===== src/rtl/float_pkg.sv =====
//==============================================================================
// Module      : float_pkg
// Description : Shared definitions for the ALU 16-bit float format
//               (sign[15], exponent[14:7] bias 127, mantissa[6:0] hidden 1)
//               and the state encoding of the iterative divider.
// Revision    : 1.0 - initial release
//==============================================================================
`timescale 1ns/1ps
`default_nettype none

package float_pkg;

  // Field widths and bias of the ALU float format
  localparam int EXP_W    = 8;
  localparam int MANT_W   = 7;
  localparam int EXP_BIAS = 127;
  localparam int FP_WIDTH = 1 + EXP_W + MANT_W;

  // Canonical encodings shared with the float multiplier
  localparam logic [FP_WIDTH-1:0] FP_ZERO    = 16'h0000;
  localparam logic [FP_WIDTH-1:0] FP_INF_POS = 16'h7F80;

  // Divider control states
  localparam int         ST_W       = 2;
  localparam logic [1:0] ST_IDLE    = 2'd0;
  localparam logic [1:0] ST_DIVIDE  = 2'd1;
  localparam logic [1:0] ST_NORM    = 2'd2;
  localparam logic [1:0] ST_DONE    = 2'd3;

endpackage

`default_nettype wire


===== src/rtl/mant_div_step.sv =====
//==============================================================================
// Module      : mant_div_step
// Description : One combinational restoring-division step. Emits the quotient
//               bit (rem >= d), subtracts the divisor when it fits, and
//               shifts the partial remainder left for the next step.
// Revision    : 1.0 - initial release
//==============================================================================
`timescale 1ns/1ps
`default_nettype none

module mant_div_step
  import float_pkg::*;
#(
  parameter int REM_W = MANT_W + 3
) (
  input  logic [REM_W-1:0] rem,
  input  logic [REM_W-1:0] d,
  output logic [REM_W-1:0] rem_next,
  output logic             q_bit
);

  logic [REM_W-1:0] diff;

  // Restoring step: the remainder stays below 2*d, so the shift never loses a set bit
  always_comb begin
    q_bit    = (rem >= d);
    diff     = q_bit ? (rem - d) : rem;
    rem_next = diff << 1;
  end

endmodule

`default_nettype wire


===== src/rtl/divide_float.sv =====
//==============================================================================
// Module      : divide_float
// Description : Iterative multi-cycle float divider (outf = in1 / in2).
//               Nine restoring steps, one normalize cycle, truncating result.
//               busy/done are registered, so done rises 11 edges after the
//               accepting edge regardless of operand values.
// Revision    : 1.0 - initial release
//==============================================================================
`timescale 1ns/1ps
`default_nettype none

module divide_float #(
  parameter int EXP_BIAS = float_pkg::EXP_BIAS,
  parameter int MANT_W   = float_pkg::MANT_W,
  parameter int WIDTH    = 1 + float_pkg::EXP_W + MANT_W
) (
  input  logic             clk,
  input  logic             rst_n,
  input  logic             start,
  input  logic [WIDTH-1:0] in1,
  input  logic [WIDTH-1:0] in2,
  output logic             busy,
  output logic             done,
  output logic [WIDTH-1:0] outf,
  output logic             div_zero,
  output logic             ovf,
  output logic             unf
);

  import float_pkg::EXP_W;
  import float_pkg::FP_ZERO;
  import float_pkg::FP_INF_POS;
  import float_pkg::ST_W;
  import float_pkg::ST_IDLE;
  import float_pkg::ST_DIVIDE;
  import float_pkg::ST_NORM;
  import float_pkg::ST_DONE;

  localparam int Q_W   = MANT_W + 2;   // quotient bits, value in [0.5, 2)
  localparam int REM_W = MANT_W + 3;   // partial remainder width
  localparam int CNT_W = 4;
  localparam int E_W   = EXP_W + 2;    // signed working exponent

  localparam logic        [E_W-1:0]   BIAS_E   = E_W'(EXP_BIAS);
  localparam logic signed [E_W-1:0]   E_MAX    = E_W'((1 << EXP_W) - 2);
  localparam logic signed [E_W-1:0]   E_MIN    = E_W'(1);
  localparam logic        [CNT_W-1:0] LAST_CNT = CNT_W'(Q_W - 1);

  logic [ST_W-1:0]   state_q,    state_d;
  logic [CNT_W-1:0]  cnt_q,      cnt_d;
  logic [REM_W-1:0]  rem_q,      rem_d;
  logic [MANT_W:0]   dvs_q,      dvs_d;
  logic [Q_W-1:0]    quo_q,      quo_d;
  logic [E_W-1:0]    exp_q,      exp_d;
  logic              sign_q,     sign_d;
  logic              a_zero_q,   a_zero_d;
  logic              b_zero_q,   b_zero_d;
  logic [WIDTH-1:0]  outf_q,     outf_d;
  logic              div_zero_q, div_zero_d;
  logic              ovf_q,      ovf_d;
  logic              unf_q,      unf_d;
  logic              busy_q,     busy_d;
  logic              done_q,     done_d;

  logic [REM_W-1:0]  rem_next;
  logic              q_bit;
  logic [E_W-1:0]    exp_n;
  logic [MANT_W-1:0] mant_n;

  mant_div_step #(
    .REM_W (REM_W)
  ) u_step (
    .rem      (rem_q),
    .d        (REM_W'(dvs_q)),
    .rem_next (rem_next),
    .q_bit    (q_bit)
  );

  // Next-state logic: operand capture, iteration, normalize/special cases
  always_comb begin
    state_d    = state_q;
    cnt_d      = cnt_q;
    rem_d      = rem_q;
    dvs_d      = dvs_q;
    quo_d      = quo_q;
    exp_d      = exp_q;
    sign_d     = sign_q;
    a_zero_d   = a_zero_q;
    b_zero_d   = b_zero_q;
    outf_d     = outf_q;
    div_zero_d = div_zero_q;
    ovf_d      = ovf_q;
    unf_d      = unf_q;

    // A quotient below 1.0 needs one extra left shift and an exponent decrement
    mant_n = quo_q[Q_W-1] ? quo_q[Q_W-2:1] : quo_q[Q_W-3:0];
    exp_n  = quo_q[Q_W-1] ? exp_q : (exp_q - E_W'(1));

    case (state_q)
      ST_IDLE: begin
        if (start) begin
          state_d    = ST_DIVIDE;
          sign_d     = in1[WIDTH-1] ^ in2[WIDTH-1];
          exp_d      = E_W'(in1[WIDTH-2 -: EXP_W]) - E_W'(in2[WIDTH-2 -: EXP_W]) + BIAS_E;
          rem_d      = REM_W'({1'b1, in1[MANT_W-1:0]});
          dvs_d      = {1'b1, in2[MANT_W-1:0]};
          quo_d      = '0;
          cnt_d      = '0;
          a_zero_d   = (in1[WIDTH-2:0] == '0);
          b_zero_d   = (in2[WIDTH-2:0] == '0);
          div_zero_d = 1'b0;
          ovf_d      = 1'b0;
          unf_d      = 1'b0;
        end
      end
      ST_DIVIDE: begin
        rem_d = rem_next;
        quo_d = {quo_q[Q_W-2:0], q_bit};
        cnt_d = cnt_q + CNT_W'(1);
        if (cnt_q == LAST_CNT) begin
          state_d = ST_NORM;
        end
      end
      ST_NORM: begin
        state_d = ST_DONE;
        if (b_zero_q) begin
          outf_d     = WIDTH'(FP_INF_POS) | {sign_q, {(WIDTH-1){1'b0}}};
          div_zero_d = 1'b1;
        end else if (a_zero_q) begin
          outf_d = WIDTH'(FP_ZERO);
        end else if ($signed(exp_n) > E_MAX) begin
          outf_d = WIDTH'(FP_INF_POS) | {sign_q, {(WIDTH-1){1'b0}}};
          ovf_d  = 1'b1;
        end else if ($signed(exp_n) < E_MIN) begin
          outf_d = WIDTH'(FP_ZERO);
          unf_d  = 1'b1;
        end else begin
          outf_d = {sign_q, exp_n[EXP_W-1:0], mant_n};
        end
      end
      ST_DONE: begin
        state_d = ST_IDLE;
      end
      default: begin
        state_d = ST_IDLE;
      end
    endcase

    // Handshake outputs trail the state by one cycle
    busy_d = (state_q == ST_DIVIDE) || (state_q == ST_NORM);
    done_d = (state_q == ST_DONE);
  end

  // State and datapath registers, cleared asynchronously
  always_ff @(posedge clk or negedge rst_n) begin
    if (!rst_n) begin
      state_q    <= ST_IDLE;
      cnt_q      <= '0;
      rem_q      <= '0;
      dvs_q      <= '0;
      quo_q      <= '0;
      exp_q      <= '0;
      sign_q     <= 1'b0;
      a_zero_q   <= 1'b0;
      b_zero_q   <= 1'b0;
      outf_q     <= '0;
      div_zero_q <= 1'b0;
      ovf_q      <= 1'b0;
      unf_q      <= 1'b0;
      busy_q     <= 1'b0;
      done_q     <= 1'b0;
    end else begin
      state_q    <= state_d;
      cnt_q      <= cnt_d;
      rem_q      <= rem_d;
      dvs_q      <= dvs_d;
      quo_q      <= quo_d;
      exp_q      <= exp_d;
      sign_q     <= sign_d;
      a_zero_q   <= a_zero_d;
      b_zero_q   <= b_zero_d;
      outf_q     <= outf_d;
      div_zero_q <= div_zero_d;
      ovf_q      <= ovf_d;
      unf_q      <= unf_d;
      busy_q     <= busy_d;
      done_q     <= done_d;
    end
  end

  assign busy     = busy_q;
  assign done     = done_q;
  assign outf     = outf_q;
  assign div_zero = div_zero_q;
  assign ovf      = ovf_q;
  assign unf      = unf_q;

endmodule

`default_nettype wire

===== config.mk =====
export PLATFORM = sky130hd
export DESIGN_NAME = divide_float
export DESIGN_NICKNAME = d
export VERILOG_FILES = /design/src/rtl/float_pkg.sv /design/src/rtl/mant_div_step.sv /design/src/rtl/divide_float.sv
export SDC_FILE = /design/constraint.sdc
export NUM_CORES = 1
export LEC_CHECK = 0
export CAP_MARGIN = 30
export CORE_MARGIN = 2
export CORE_UTILIZATION = 25
export CTS_CLUSTER_SIZE = 24
export DETAILED_ROUTE_END_ITERATION = 12
export PLACE_DENSITY = 0.4
export SLEW_MARGIN = 5
export SYNTH_ARGS = -nofsm -noshare
export SYNTH_HDL_FRONTEND = slang
export SYNTH_SLANG_ARGS = --single-unit

===== constraint.sdc =====
create_clock -name clk -period 3.55 [get_ports clk]
set_clock_uncertainty 0.1 [all_clocks]
set_input_delay 0.355 -clock clk [delete_from_list [all_inputs] [get_ports clk]]
set_output_delay 0.355 -clock clk [all_outputs]
set_load 0.01 [all_outputs]

==> metrics.md <==
| Metric | Value |
|---|---|
| YS warnings | `0` |
| Initial DRT Pass Iterations | `4` |
| Starting DRT DRC Count | `136` |
| Final Hold Violating Endpoints | `0` |
| Reg2reg end | `rem_q[7]` |
| Fillers | `1804` |
| Routed vias | `3400` |
| Starting Density | `25.4%` |
| Critical path class | `primary input to register` |
| N_diodes | `0` |
| Top cell type's share of synthesized area | `38.6%` |
| Register-to-register path setup slack | `790 ps` |
| Endpoints failing setup | `0` |
| Hpwl dp | `8.15 mm` |
| Core Box Area | `17100 sq um` |
| CTS H-tree depth | `3` |
| Post CTS Setup Buffer Count | `0` |
| First-pass GRT wire length | `17.9 mm` |
| R2R Path Start | `rem_q[0]` |
| Syn Inst Count | `450` |
| Flops & latches, synth | `67` |
| Placed Area | `5070 sq um` |
| Synth area leader | `dfrtp_1` |
| EDFF count, synth | `0` |
| Asr flop ratio synth | `100%` |
| Hold Crit Endpoint | `dvs_q[7]` |
| Seq/Total Area, Yosys | `38.6%` |
| Final WL | `10.5 mm` |
| Mapped Nets | `512` |
| Number of CTS-inserted buffers | `9` |
| CTS resizes | `0` |
| Final instance area | `5340 sq um` |
| Max-cap violation count | `0` |
| LEAKAGE | `2.22 nW` |
| Layout cell share with drive strength beyond 1 | `9.57%` |
| NumNets Final | `570` |
| Unique cell type count in the Yosys netlist | `61` |
| Final GP Congestion | `0.739` |
| WL per Instance | `14.2 microns` |
| Die height | `136 microns` |
| Die X | `136 microns` |
| Required time worst endpoint | `3660 ps` |
| Status | `complete, no violations` |
| Setup TNS Final | `0 ps` |
| Post-synth top flop | `dfrtp_1` |
| Critical path arrival | `3000 ps` |
| Post-Syn Area | `4350 sq um` |
| Hold_sp | `dvs_q[7]` |
| Hold path depth | `2` |
| Final Util | `31.2%` |
| Fmax | `0.347 GHz` |
| Tot GR Track Use | `12.5%` |
| Clk_lat worst skew | `340 ps` |
| Die area | `18500 sq um` |
| # DRC | `0` |
| Most frequent cell after synthesis | `dfrtp_1` |
| IO Pins | `56` |
| Clock sinks | `67` |
| Synth area leaders | `dfrtp_1, ha_1, mux2i_1` |
| Synth-to-layout area growth | `22.9%` |
| Syn_area_per_cell | `9.66 sq um` |
| Std-Cell Rows | `48` |
| Worst rel slew slack | `55.8%` |
| Post-route ant nets | `0` |
| # port buffers | `55` |
| Initial antenna violation count | `0` |
| Max VDD drop | `0.423 mV` |
| Slew Limit Fails | `0` |
| Hold Slack | `357 ps` |
| DR vias/cell | `4.61` |
| CTS tree | `built` |
| Final min period | `2880 ps` |
| Crit-path max FO | `3` |
| Final period util | `81.2%` |
| Vias in the first global route | `3413` |
| Hold Path Class | `register to register` |
| Reg clk slew, reported paths | `50 ps` |
| Clk root buf | `clkbuf_16` |
| FF-to-FF path depth | `11` |
| RSZ-0062 raised after global routing | `no` |
| Total gr overflow | `0` |
| Commonest cells post-synth | `dfrtp_1, inv_1, nand2_1, o21ai_0, nor2_1` |
| Crit start category | `primary input` |
| CTS Buffer Depth | `2` |
| Largest net degree at the start of global routing | `28` |
| Worst Setup End Kind | `register` |
| Pwr dens | `862 nW/um^2` |
| Slew @ Worst Pin | `664 ps` |
[placed cells by master, fill, tap and decap left out, types with 13 or more instances in the layout]
cell type	instances
dfrtp_1	67
clkdlybuf4s50_1	54
inv_1	36
nand2_1	35
o21ai_0	34
nor2_1	33
a21oi_1	25
ha_1	25
xnor2_1	19
mux2i_1	18
nor3_1	13
[flip-flops by register name (all words and copies together), names as in the netlist, 2 cells and up]
signal,flops
cnt_q,4
dvs_q,8
quo_q,9
state_q,2
exp_q,10
outf,16
rem_q,10
[what timing repair did]
action                     in CTS  in global routing
setup endpoints to repair       0                  0
hold endpoints to repair       25                  0
hold buffers                    1                  0
[critical path, stage by stage]
cell             delay (ps)
clkdlybuf4s50_1         440
inv_1                    70
ha_1                    150
inv_1                    50
fa_1                    400
and3_1                  210
o21ai_0                 220
a21boi_0                160
xnor2_1                 280
nor4b_1                 410
xnor2_1                 170
o21ai_1                  70
[cell families (layout without fill, tap and decap cells)]
family                     Yosys count  count (layout)  synth area share [%]
and+or+nand+nor                    137             137                  16.8
AOI/OAI and AO/OA                  110             110                  17.4
DFF                                 67              67                  38.6
buffers and inverters               54             116                  6.97
xor gates and xnor gates            28              28                  5.64
adders and majority gates           27              27                  8.12
muxes                               27              27                  6.48
[power by group]
| group | internal, mW | leakage (nW) | total, mW | switching, mW |
|---|---|---|---|---|
| sequential | 1.05 | 0.835 | 1.33 | 0.271 |
| combinational | 1.15 | 1.26 | 2.48 | 1.33 |
| clock | 0.466 | 0.128 | 0.799 | 0.333 |
| total | 2.67 | 2.22 | 4.61 | 1.94 |
[how the worst max path moves through the flow]
stage            from        to  slack (ps)  cells after the start
6_report       in1[7]  exp_q[7]         670                     12
5_1_grt        in2[7]  exp_q[9]         270                     11
4_1_cts        in2[7]  exp_q[7]         710                     11
3_5_place_dp   in2[7]  exp_q[7]         360                     11
3_3_place_gp   in1[7]  exp_q[7]         390                     12
2_1_floorplan  in1[7]  exp_q[7]        1040                     11
[layer usage]
layer / vias up / share of wire, % / track usage, %
met3: 15 / 4.6 / 3.50
met4: 0 / 1.3 / 3.82
met1: 1596 / 51 / 17.2
met5: - / 0 / 0
met2: 75 / 43 / 19.0
li1: 1714 / - / -
[final cells by class]
cell class	instances	area (sq um)	area share, %
Clock buffer	10	229	4.29
Clock inverter	5	31.3	0.585
Tap cell	225	282	5.27
Sequential cell	67	1680	31.4
Inverter	36	135	2.53
Timing Repair Buffer	65	623	11.7
Multi-Input combinational cell	329	2370	44.3
[through the flow]
step           setup WS [ps]  total power [mW]  std cells
2_1_floorplan           1040              3.19        450
3_3_place_gp             395              3.82        720
3_5_place_dp             364              3.85        721
4_1_cts                  711              4.69        737
5_1_grt                  273              5.06        737
6_report                 666              4.61        737
(Power assumes the default switching activity.)
